$ cat src/rtl/rominit_sched.sv
// rominit_sched: download sequencer between the HPS file-loader stream and the
// console ROM-init port. Decodes the loader index into boot/chr/cart selects,
// regenerates region-relative byte addresses, tracks which images are present
// and holds the console in reset until boot and chr are both loaded.
// Optional feature: define ROMINIT_BUNDLE_EN to treat index 0 as a combined
// boot+chr file split by IOCTL_ADDR (index 1 then becomes unknown).
module rominit_sched #(
  parameter int unsigned HOLD_CYC = 16,
  parameter int unsigned AW       = 25
) (
  input  logic          CLK,
  input  logic          RES,
  input  logic          IOCTL_DOWNLOAD,
  input  logic [7:0]    IOCTL_INDEX,
  input  logic [AW-1:0] IOCTL_ADDR,
  input  logic [7:0]    IOCTL_DATA,
  input  logic          IOCTL_WR,
  output logic          IOCTL_WAIT,
  output logic          ROMINIT_SEL_BOOT,
  output logic          ROMINIT_SEL_CHR,
  output logic          ROMINIT_SEL_CART,
  output logic [AW-1:0] ROMINIT_ADDR,
  output logic [7:0]    ROMINIT_DATA,
  output logic          ROMINIT_VALID,
  output logic [2:0]    LOADED,
  output logic [AW-1:0] CART_SIZE,
  output logic          CPU_RESB
);

  localparam int unsigned HW = (HOLD_CYC > 2) ? $clog2(HOLD_CYC) : 1;
  localparam logic [HW-1:0] HOLD_LOAD = HW'(HOLD_CYC - 1);

  typedef enum logic [1:0] {StIdle, StLoad, StFlush, StHold} state_e;

  state_e        r_state;
  logic [7:0]    r_index;
  logic [AW-1:0] r_cnt;
  logic [HW-1:0] r_hold;
  logic [2:0]    r_sel;
  logic [2:0]    r_loaded;
  logic [AW-1:0] r_addr;
  logic [AW-1:0] r_cart_size;
  logic [7:0]    r_data;
  logic          r_valid;
  logic          r_resb;

  logic          w_start;
  logic          w_sat;
  logic          w_accept;
  logic [AW-1:0] w_cnt_nxt;
  logic [2:0]    w_byte_sel;
  logic [AW-1:0] w_byte_addr;
  logic [2:0]    w_entry_sel;
  logic [2:0]    w_entry_clr;
  logic [2:0]    w_done_set;

`ifdef ROMINIT_BUNDLE_EN
  // Boot/chr bytes seen in the current combined-file session.
  logic [1:0]    r_seen;
`else
  logic          w_unused_addr;
  assign w_unused_addr = ^IOCTL_ADDR;
`endif

  // A new session may start from IDLE or abort a running HOLD.
  assign w_start   = IOCTL_DOWNLOAD && ((r_state == StIdle) || (r_state == StHold));
  assign w_sat     = &r_cnt;
  assign w_accept  = (r_state == StLoad) && IOCTL_WR && (|w_byte_sel) && !w_sat;
  // Includes a byte coincident with the DOWNLOAD fall.
  assign w_cnt_nxt = r_cnt + {{(AW-1){1'b0}}, w_accept};

  // Stall the loader while a session cannot accept bytes.
  assign IOCTL_WAIT = !RES && ((r_state == StFlush) ||
                               (((r_state == StIdle) || (r_state == StHold)) && IOCTL_DOWNLOAD));

  // Per-byte region decode and region-relative address.
  always_comb begin
    w_byte_sel  = 3'b000;
    w_byte_addr = r_cnt;
`ifdef ROMINIT_BUNDLE_EN
    if (r_index == 8'd0) begin
      if (IOCTL_ADDR < AW'(32'h1000)) begin
        w_byte_sel  = 3'b001;
        w_byte_addr = IOCTL_ADDR;
      end else if (IOCTL_ADDR < AW'(32'h1400)) begin
        w_byte_sel  = 3'b010;
        w_byte_addr = IOCTL_ADDR - AW'(32'h1000);
      end
    end else if (r_index == 8'd2) begin
      w_byte_sel = 3'b100;
    end
`else
    unique case (r_index)
      8'd0:    w_byte_sel = 3'b001;
      8'd1:    w_byte_sel = 3'b010;
      8'd2:    w_byte_sel = 3'b100;
      default: w_byte_sel = 3'b000;
    endcase
`endif
  end

  // Select shown on session entry and LOADED bits invalidated by the new image.
  always_comb begin
    w_entry_sel = 3'b000;
    w_entry_clr = 3'b000;
`ifdef ROMINIT_BUNDLE_EN
    if (IOCTL_INDEX == 8'd2) w_entry_sel = 3'b100;
    // The combined file replaces both boot and chr; selects follow each byte.
    w_entry_clr = (IOCTL_INDEX == 8'd0) ? 3'b011 : w_entry_sel;
`else
    unique case (IOCTL_INDEX)
      8'd0:    w_entry_sel = 3'b001;
      8'd1:    w_entry_sel = 3'b010;
      8'd2:    w_entry_sel = 3'b100;
      default: w_entry_sel = 3'b000;
    endcase
    w_entry_clr = w_entry_sel;
`endif
  end

  // LOADED bits to set when the session closes.
  always_comb begin
    w_done_set = 3'b000;
`ifdef ROMINIT_BUNDLE_EN
    if (r_index == 8'd0) begin
      w_done_set = {1'b0, r_seen | (w_accept ? w_byte_sel[1:0] : 2'b00)};
    end else if (w_cnt_nxt != '0) begin
      w_done_set = w_byte_sel;
    end
`else
    if (w_cnt_nxt != '0) w_done_set = w_byte_sel;
`endif
  end

  // Session FSM with registered byte path, flags and console reset.
  always_ff @(posedge CLK or posedge RES) begin
    if (RES) begin
      r_state     <= StIdle;
      r_index     <= '0;
      r_cnt       <= '0;
      r_hold      <= '0;
      r_sel       <= '0;
      r_loaded    <= '0;
      r_addr      <= '0;
      r_cart_size <= '0;
      r_data      <= '0;
      r_valid     <= 1'b0;
      r_resb      <= 1'b0;
`ifdef ROMINIT_BUNDLE_EN
      r_seen      <= '0;
`endif
    end else begin
      r_valid <= 1'b0;
      if (w_start) begin
        r_state  <= StLoad;
        r_index  <= IOCTL_INDEX;
        r_cnt    <= '0;
        r_loaded <= r_loaded & ~w_entry_clr;
        r_sel    <= w_entry_sel;
        r_resb   <= 1'b0;
`ifdef ROMINIT_BUNDLE_EN
        r_seen   <= '0;
`endif
      end else begin
        unique case (r_state)
          StIdle: r_resb <= (r_loaded[1:0] == 2'b11);
          StLoad: begin
            if (w_accept) begin
              r_valid <= 1'b1;
              r_addr  <= w_byte_addr;
              r_data  <= IOCTL_DATA;
              r_sel   <= w_byte_sel;
              r_cnt   <= w_cnt_nxt;
`ifdef ROMINIT_BUNDLE_EN
              r_seen  <= r_seen | w_byte_sel[1:0];
`endif
            end
            if (!IOCTL_DOWNLOAD) begin
              r_state  <= StFlush;
              r_loaded <= r_loaded | w_done_set;
              if ((r_index == 8'd2) && (w_cnt_nxt != '0)) r_cart_size <= w_cnt_nxt;
            end
          end
          StFlush: begin
            r_state <= StHold;
            r_hold  <= HOLD_LOAD;
            r_sel   <= '0;
          end
          StHold: begin
            if (r_hold == '0) begin
              r_state <= StIdle;
              // Release in the first IDLE cycle.
              r_resb  <= (r_loaded[1:0] == 2'b11);
            end else begin
              r_hold <= r_hold - 1'b1;
            end
          end
          default: r_state <= StIdle;
        endcase
      end
    end
  end

  assign ROMINIT_SEL_BOOT = r_sel[0];
  assign ROMINIT_SEL_CHR  = r_sel[1];
  assign ROMINIT_SEL_CART = r_sel[2];
  assign ROMINIT_ADDR     = r_addr;
  assign ROMINIT_DATA     = r_data;
  assign ROMINIT_VALID    = r_valid;
  assign LOADED           = r_loaded;
  assign CART_SIZE        = r_cart_size;
  assign CPU_RESB         = r_resb;

endmodule

$ cat config.mk
export PLATFORM = sky130hd
export DESIGN_NAME = rominit_sched
export DESIGN_NICKNAME = d
export VERILOG_FILES = /design/src/rtl/rominit_sched.sv
export SDC_FILE = /design/constraint.sdc
export NUM_CORES = 1
export LEC_CHECK = 0
export ABC_AREA = 1
export BUFFER_PORTS_ARGS = -buffer_cell sky130_fd_sc_hd__buf_4
export CORE_MARGIN = 2
export CORE_UTILIZATION = 49
export DETAILED_ROUTE_END_ITERATION = 10
export PLACE_DENSITY_LB_ADDON = 0.1
export SETUP_SLACK_MARGIN = 0.02
export SYNTH_ARGS = -nofsm -noshare
export SYNTH_HDL_FRONTEND = slang
export SYNTH_SLANG_ARGS = --single-unit
export TNS_END_PERCENT = 50
$ cat constraint.sdc
create_clock -name CLK -period 3.14 [get_ports CLK]
set_input_delay 0.314 -clock CLK [delete_from_list [all_inputs] [get_ports CLK]]
set_output_delay 0.314 -clock CLK [all_outputs]
set_load 0.02 [all_outputs]
Word level (Yosys, flattened, before mapping). Cells that the tools add are included.

Flip-flop bits (word level): 105. Latch bits: 0. Bits in writable memories: 0. Memory bits (read-only): 0. Word-level logic and storage cells: 86. Memories: 0.

$add $sub $neg: 2. Multipliers: 0. Div/mod/pow operators: 0. Order comparisons: 0. Equality and inequality tests: 13. Shift operators: 0. Muxes and demuxes: 24. Bitwise logic cells: 5. Reductions and logical operators: 31.

Operator list (number): $mux 25 (3); $add 25x1->25 (1); $reduce_and 25->1 (1); $reduce_bool 25->1 (1); $mux 3 (6); $pmux 3 s3 (2); $eq 8x1->1 const B (2); $eq 8x2->1 const B (2); $logic_not 8->1 (2); $reduce_and 3->1 (3); $pmux 4 s2 (1); $reduce_and 2->1 (4); $eq 2x2->1 const B (3); $logic_and 1x1->1 (6); $mux 2 (3); $ne 3x3->1 const B (2); $pmux 2 s3 (1); $pmux 3 s2 (1); $reduce_bool 2->1 (3); $reduce_bool 3->1 (2); $mux 1 (5); $logic_not 4->1 (1); $mux 4 (1); $reduce_and 4->1 (1); other kinds (15) (18).

Logic depth before layout (Yosys ltp). Gate-level depths: netlist of the first run.

Depth in word-level cells: 12. Mapped depth: 24. Gate-level depth less buffers: 23.

Worst setup path after synthesis of the first run. No wires, ideal clock.

Path kind: reg-to-reg. From: register r_index[3]. To: register r_loaded[1], in the netlist LOADED[1]. Setup time: 0.128 ns. Data arrival time: 2.874 ns. Data required time: 3.012 ns. Path slack: 0.139 ns. Stages on the path, launching flop included: 18. Path buffers: 1. Cells stage by stage: dfrtp_1 or2_0 a211oi_1 nand3_1 inv_1 ha_1 ha_1 inv_1 nor2_4 nand2_4 nor2_4 xor2_2 nand3_1 nor2_2 nand2_4 buf_2 nand3_1 nand2_1.

Cells in the longest elaborated chain, start to end: 12.

Ends and longest elaborated chain: start: declaration (line 36) `logic [7:0] r_index;`; start signal: assignment (line 139) `r_index <= '0;`; start signal: assignment (line 156) `r_index <= IOCTL_INDEX;`; $eq 8x2->1, or another cell as far along (line 93) `unique case (r_index)`; $pmux 3 s3 * (line 93); $reduce_or 3->1 (line 68) `assign w_accept = (r_state == StLoad) && IOCTL_WR && (|w_byte_sel) && !w_sat;`; $logic_and 1x1->1 (2 in a row) (line 68); $add 25x1->25 (line 70) `assign w_cnt_nxt = r_cnt + {{(AW-1){1'b0}}, w_accept};`; $reduce_bool 25->1 (line 131) `if (w_cnt_nxt != '0) w_done_set = w_byte_sel;`; $mux 3 * (line 131); $or 3x3->3 * (line 180) `r_loaded <= r_loaded | w_done_set;`; $mux 3 * (line 178) `if (!IOCTL_DOWNLOAD) begin`; $mux 3 * (line 165) `unique case (r_state)`; $mux 3 * (line 154) `if (w_start) begin`; end signal: assignment (line 158) `r_loaded <= r_loaded & ~w_entry_clr;`; end signal: assignment (line 180); end: declaration (line 40) `logic [2:0] r_loaded;`.

Mark *: on every way between the ends. The rest lies on a longest branch, timed or not. The select of a mux whose other input is x is not followed. A chain may end at the register's enable or synchronous reset.

Final worst setup path of the first run.
From: register r_index[2]. To: register r_cart_size[1], in the netlist CART_SIZE[1].

Cells in the longest elaborated chain, start to end: 9.

Ends and longest elaborated chain: $eq 8x2->1, or another cell as far along (line 93, 181); $pmux 3 s3 (line 93); $reduce_or 3->1 (line 68); $logic_and 1x1->1 (2 in a row) (line 68); $add 25x1->25 (line 70); $reduce_bool 25->1 (line 181) `if ((r_index == 8'd2) && (w_cnt_nxt != '0)) r_cart_size <= w_cnt_nxt;`; $logic_and 1x1->1 (line 181); $reduce_and 4->1 (no line); end signal: assignment (line 181); end: declaration (line 42) `logic [AW-1:0] r_cart_size;`.

Parallel ways exist; a longest one is shown, timed or not.

==> results.md, run 1 <==
- Initial antenna violation count: 0
- I/O Buffers: between 80 and 90
- Routed WL: between 10,000 and 15,000 um
- Worst setup SP type: flop
- Routed vias/inst: 5.07
- Post-Syn Nets: between 700 and 800
- Clk buf depth: 2
- Worst-margin pin slew: 706 ps
- H-tree levels: 3
- Root Driver: clkbuf_8
- # DRC: 0
- Final setup viols: 0
- R2r worst-path depth: 21
- Sw Share: 0.343
- Diodes inserted: 0
- Internal power: 0.00235 W
- Vias in the first global route: roughly 4,700
- P_leak: 3.47 nW
- DR WL/cell: roughly 14 um
- Critical path class: flop to flop
- Yosys cell types: 35
- CTS tree: done
- CP bufs+invs: 5
- First-pass GRT wire length: 22,400 um
- Worst setup EP type: flop
- Drt pass-1 iters: 5
- Slew Limit Fails: 0
- HP Class: input port to async pin
- RSZ-0062 raised after global routing: yes
- Clock sinks: 105
- Max-Cap Viols: 0
- Commonest cells after routing, fill and taps aside: nand2_1, buf_4, dfrtp_1
- Die extent in x: ~110 um
- GRT Total Usage: 0.248
- RR Startpoint: r_index[2]
- FP Rows: 37
- Area Overhead vs Synth: 30.2%
- Top cell type's share of synthesized area: 0.502
- Synthesized area per cell: roughly 8 sq um
- Fin util: 0.657
- PwrDens: around 530 nW/um^2
- Sequential share of power: 0.455
- Status: complete, no violations
- CP Max Fanout: 6
- Clock power frac: 0.261
- Reg-to-reg setup timing slack: 140 ps
- Total CTS buffers: 9
- Fillers: about 900
- Sequential area share after synthesis: 0.502
- Area of the multi-input gates: about 2400 sq um
- Worst-Skew Late Latency: between 300 and 400 ps
- Top delay family on crit path: simple AND/OR/NAND/NOR gates
- Pre-CTS WS: -11.8 ps
- Final Skew: 7.77 ps
- Ports: 112
- Crit path time final: roughly 3000 ps
- Synth area leaders: dfrtp_1, nand2_1, o21ai_0, inv_1, nand3_1
- RR Endpoint: CART_SIZE[1]
- Slowest cell delay on critical path: roughly 400 ps
- Final worst slack: 140 ps
- Pin count of the biggest net entering global routing: 54
- DR iter-0 viols: about 270
- Die area: between 10,000 and 15,000 sq um
- Core area: 10,400 sq um
- HPWL Detailed: roughly 9600 um
- Slowest cell on the critical path: dfrtp_1
- Grt ovf: 0
- Antenna-violating nets left: 0
- Layout cells sized above 1: 0.291
- Synth Cell Area: about 5200 sq um
- Area leader, netlist: dfrtp_1
- Clock edge transition at the registers on the reported setup and hold paths: approximately 100 ps
- WP data required: around 3400 ps
- DR vias: between 4,000 and 5,000
- Slew HR: 0.528
- Peak Freq: 333 MHz
- #FFs+latches synth: around 110
- Crit path arrival time: ~3300 ps
- Crit path cell chain: or2_4 -> a211oi_4 -> nand3_2 -> inv_2 -> ha_4 -> buf_6 -> inv_2 -> nor2_4 -> nand2_4 -> buf_12 -> nor2_4 -> nand2_1 -> nand2_1 -> nand2_2 -> nor2_2 -> nand2_2 -> nor2_4 -> nand2_8 -> buf_6 -> nand3_1 -> nand2_1
- Final Hold Vio Count: 0
- Most common cell after layout, fill and taps aside: nand2_1
- Worst-case vdd ir drop: between 500 and 600 uV
- Tcrit/Tclk final: 0.956
- Post-synthesis cell count: ~660
- Yosys warns: 0
- Nets: roughly 850
- Switching pwr: ~0.0012 W
- # hold bufs at CTS: 0
- Area taken by flip-flops and latches: 2630 sq um
- Die Height: around 110 um
- Initial core utilization: 0.505
- Gate power share: 0.284
- Global placer's final weighted congestion: about 0.92
-- cells in the mapped netlist --
library cell	count
o22ai_1	7
nand3_1	53
nor2_1	45
xor2_1	1
buf_2	8
o31ai_1	1
inv_1	71
a31oi_1	1
nand4_1	8
or2_0	1
nor4_1	4
nand2_4	3
nor2_2	7
a21oi_1	2
nand2_8	1
o21ai_1	5
ha_1	6
a22oi_1	1
nand3b_1	2
xnor2_1	1
buf_12	2
and2_1	2
o21ai_0	59
nor3_1	5
nand2_2	24
xor2_2	1
nand2_1	211
buf_1	2
nor2_4	7
clkinv_1	1
a211oi_1	1
nor3b_1	1
clkbuf_1	7
dfrtp_1	105
o41ai_1	2
-- through the flow --
step,total power (W),setup TNS [ps],cell area (sq um),hold slack [ps],instances
after floorplan,0.00224,0,5240,424,658
after global placement,0.00256,0,6310,456,907
after detailed placement,0.00260,-70.0,6310,460,907
after CTS,0.00356,0,6600,67.1,928
after global routing,0.00379,0,6820,104,937
final,0.00358,0,6820,43.4,937
-- area by class of cell --
class | count | area share
timing repair buffer | 146 | 0.167
clock buffer | 10 | 0.0202
clock inverter | 5 | 0.0117
tap | 136 | 0.0250
inverter | 72 | 0.0400
sequential | 105 | 0.386
multi-input combinational | 463 | 0.350
-- kinds of logic after synthesis --
| group | share of synthesized area |
|---|---|
| simple gates | 0.324 |
| flops | 0.502 |
| fa+ha+maj | 0.0143 |
| xor+xnor | 0.00645 |
| compound gates | 0.0803 |
| buf+inv | 0.0734 |
-- registers in the layout, indices dropped and copies added (netlist names) --
| name | cells |
|---|---|
| CART_SIZE | 25 |
| ROMINIT_ADDR | 25 |
| r_cnt | 25 |
| ROMINIT_DATA | 8 |
| r_index | 8 |
| r_hold | 4 |
| LOADED | 3 |
| r_sel | 3 |
| r_state | 2 |
| CPU_RESB | 1 |
| ROMINIT_VALID | 1 |
-- how the worst max path moves through the flow --
stage                     startpoint            end  depth (start not counted)
after floorplan                  RES   CART_SIZE[0]                          1
after global placement     r_cnt[14]   CART_SIZE[1]                         20
after detailed placement  r_index[3]  CART_SIZE[21]                         21
after CTS                 r_index[7]  CART_SIZE[11]                         22
after global routing      r_index[2]   CART_SIZE[2]                         21
final                     r_index[2]   CART_SIZE[1]                         21
-- power by group through the flow --
stage | logic [W] | clock network (W) | registers, W
floorplan | 0.000501 | 0 | 0.00174
global placement | 0.000931 | 0 | 0.00163
detailed placement | 0.000961 | 0 | 0.00164
CTS | 0.000983 | 0.000951 | 0.00162
global route | 0.00114 | 0.00100 | 0.00165
finish | 0.00102 | 0.000935 | 0.00163
-- timing repair --
item / in CTS / in global routing
cloned: 1 / 1
pin swaps: 4 / 18
resized for setup: 7 / 37
buffers inserted: 5 / 8
hold endpoints to repair: 0 / 0
endpoints found under the setup margin: 28 / 55
-- routing by layer --
metal / up-vias / global-route usage / routed length (um)
met5: - / 0 / 0
met4: 0 / 0.0980 / 325
met3: 22 / 0.0266 / 471
met2: 103 / 0.418 / 6620
met1: 2253 / 0.331 / 6080
li1: 2373 / - / -
(Power assumes the default switching activity.)
==> run 2, diff against run 1 <==
Clock period 3.14 ns to 2.5 ns, I/O delays scaled along.
==> run 2 against run 1 <==
Net effect: the run now ends with setup timing left; clock skew increased by 4.5 ps; global-route usage up 1.9 points; combinational power up 43%; register-to-register slack got worse by 710 ps; total power increased by 26%; utilization is 5.3 points higher; worst setup slack lost 710 ps; die area unchanged; via count up 5.2%; non-clock buffer count is 51 higher.
==> results.md, run 2 (synthesis results as in run 1) <==
- HP Start: IOCTL_DATA[2]
- Switching pwr: 0.00164 W (was 0.00123 W)
- Critical path class: flop to flop (unchanged)
- FP Rows: 37 (unchanged)
- Placed insts: 949 (was 907)
- Final worst slack: -572 ps (was 140 ps)
- RR Startpoint: r_index[2] (unchanged)
- Clock sinks: 105 (unchanged)
- Commonest cells after routing, fill and taps aside: nand2_1, buf_4, dfrtp_1 (unchanged)
- Worst-case vdd ir drop: 782 uV (was 594 uV)
- Clock power frac: 0.227 (was 0.261)
- DR WL/cell: 15.4 um (was 14.4 um)
- Sequential share of power: 0.448 (was 0.455)
- Crit path cell chain: or2_1 -> a211oi_2 -> nand3_2 -> inv_2 -> ha_4 -> ha_4 -> inv_2 -> nor2_4 -> nand2_4 -> buf_6 -> o21ai_1 -> nand2_1 -> nor2_2 -> nand3_2 -> nor2_4 -> nand2_8 -> buf_6 -> nand3_1 -> nand2_1 (was or2_4 -> a211oi_4 -> nand3_2 -> inv_2 -> ha_4 -> buf_6 -> inv_2 -> nor2_4 -> nand2_4 -> buf_12 -> nor2_4 -> nand2_1 -> nand2_1 -> nand2_2 -> nor2_2 -> nand2_2 -> nor2_4 -> nand2_8 -> buf_6 -> nand3_1 -> nand2_1)
- Fillers: 858 (was 925)
- HP Class: input port to flop (was input port to async pin)
- WHS Path Cells: 3
- Pin count of the biggest net entering global routing: 60 (was 54)
- Area taken by flip-flops and latches: 2630 sq um (unchanged)
- Initial antenna violation count: 0 (unchanged)
- Grt ovf: 0 (unchanged)
- Die Height: 107 um (unchanged)
- Most common cell after layout, fill and taps aside: nand2_1 (unchanged)
- DR vias: 4,996 (was 4,751)
- Max-Cap Viols: 0 (unchanged)
- Total CTS buffers: 9 (unchanged)
- Area Overhead vs Synth: 40.7% (was 30.2%)
- Status: finished with violations (was complete, no violations)
- # DRC: 0 (unchanged)
- Internal power: 0.00287 W (was 0.00235 W)
- Critical path depth in cells: 19 (was 21)
- Pwr Total: 0.00450 W (was 0.00358 W)
- Tcrit/Tclk final: 1.23 (was 0.956)
- Violated checks: setup timing
- Crit. Startpoint: r_index[2] (unchanged)
- Slowest cell on the critical path: dfrtp_1 (unchanged)
- Final setup viols: 65 (was 0)
- PwrDens: 612 nW/um^2 (was 526 nW/um^2)
- Global placer's final weighted congestion: 0.951 (was 0.919)
- Peak Freq: 326 MHz (was 333 MHz)
- Clk buf depth: 2 (unchanged)
- Die area: 11,500 sq um (unchanged)
- CTS tree: done (unchanged)
- Final Skew: 12.3 ps (was 7.77 ps)
- Slew Limit Fails: 0 (unchanged)
- Ports: 112 (unchanged)
- Fin cells: 990 (was 937)
- Worst-Skew Late Latency: 380 ps (about the same)
- Final design area excluding fillers: 7360 sq um (was 6820 sq um)
- Routed vias/inst: 5.05 (was 5.07)
- GRT met1 Usage: 0.358 (was 0.331)
- H-tree levels: 3 (unchanged)
- Gate power share: 0.325 (was 0.284)
- Diodes inserted: 0 (unchanged)
- Placed standard-cell area: 6610 sq um (was 6310 sq um)
- P_leak: 3.78 nW (was 3.47 nW)
- Initial core utilization: 0.505 (unchanged)
- Worst setup EP type: flop (unchanged)
- Worst setup SP type: flop (unchanged)
- GRT Total Usage: 0.267 (was 0.248)
- Layout cells sized above 1: 0.361 (was 0.291)
- GRT Max-Usage Layer: met2 (unchanged)
- Final Hold Vio Count: 0 (unchanged)
- RSZ-0062 raised after global routing: yes (unchanged)
- Top delay family on crit path: simple AND/OR/NAND/NOR gates (unchanged)
- Area of the multi-input gates: 2530 sq um (was 2390 sq um)
- Slew HR: 0.554 (was 0.528)
- Nets: 900 (was 848)
- WP data required: 2770 ps (was 3420 ps)
- Slowest cell delay on critical path: 390 ps (was 400 ps)
- I/O Buffers: 86 (unchanged)
- Routed WL: 15,300 um (was 13,500 um)
- Sw Share: 0.363 (was 0.343)
- DR iter-0 viols: 266 (was 272)
- Core area: 10,400 sq um (unchanged)
- Grt met2 use: 0.449 (was 0.418)
- CP Max Fanout: 8 (was 6)
- Pre-CTS WS: -784 ps (was -11.8 ps)
- Vias in the first global route: 4,811 (was 4,692)
- Root Driver: clkbuf_8 (unchanged)
- Die extent in x: 107 um (unchanged)
- Setup tns final: -33,360 ps (was 0 ps)
- First-pass GRT wire length: 23,900 um (was 22,400 um)
- Antenna-violating nets left: 0 (unchanged)
- R2r worst-path depth: 19 (was 21)
- Drt pass-1 iters: 5 (unchanged)
- Crit path time final: 3070 ps (was 3000 ps)
- Crit path arrival time: 3350 ps (was 3280 ps)
- CP bufs+invs: 4 (was 5)
- HPWL Detailed: 10,400 um (was 9570 um)
- Met3 capacity usage during global routing: 0.0478 (was 0.0266)
- Clock edge transition at the registers on the reported setup and hold paths: 110 ps (was 100 ps)
- Worst-margin pin slew: 670 ps (was 706 ps)
-- run 2: layout make-up --
cell class,count,share of cell area
repair buffers,197,0.215
well taps,136,0.0231
multi-input cells,464,0.343
clock inverters,5,0.00544
clock buffers,11,0.0192
inverters,72,0.0375
flip-flops and latches,105,0.357
-- run 2: worst paths after layout --
check,slack [ps],to
setup reg to reg,-570,CART_SIZE[9]
min in group asynchronous,460,r_cnt[1]
hold reg to reg,490,ROMINIT_DATA[4]
setup / recovery,-570,CART_SIZE[9]
max in group asynchronous,1320,r_state[1]
hold / removal,60,ROMINIT_DATA[2]
-- run 2: layer usage --
layer | up-vias | part of all wire
li1 | 2475 | -
met1 | 2395 | 0.44
met2 | 110 | 0.50
met3 | 16 | 0.038
met4 | 0 | 0.016
met5 | - | 0
-- run 2: power groups by stage --
stage	logic, W	registers, W	clock network (W)
after global routing	0.00163	0.00204	0.00109
after CTS	0.00142	0.00202	0.00103
final	0.00146	0.00202	0.00102
after global placement	0.00129	0.00204	0
after detailed placement	0.00133	0.00205	0
after floorplan	0.000630	0.00218	0
-- run 2: metrics by stage --
stage	util	hold WS, ps
after global placement	0.638	319
after detailed placement	0.638	316
after floorplan	-	360
after CTS	0.686	54.0
after global routing	0.710	57.9
final	0.710	61.4
-- run 2: what timing repair did --
action,CTS,global route
hold buffers,1,0
cloned,2,2
pin swaps,26,42
gates resized for setup,54,48
buffers inserted,14,6
hold endpoints to repair,19,0
setup endpoints to repair,43,69
-- run 2: worst register-to-register path, delay by kind of cell, from the launching register on --
kind | cells | cell delay [ps]
AOI/OAI and AO/OA | 2 | 400
and+or+nand+nor | 11 | 1450
buffers and inverters | 4 | 440
adders and majority gates | 2 | 290
DFF | 1 | 390
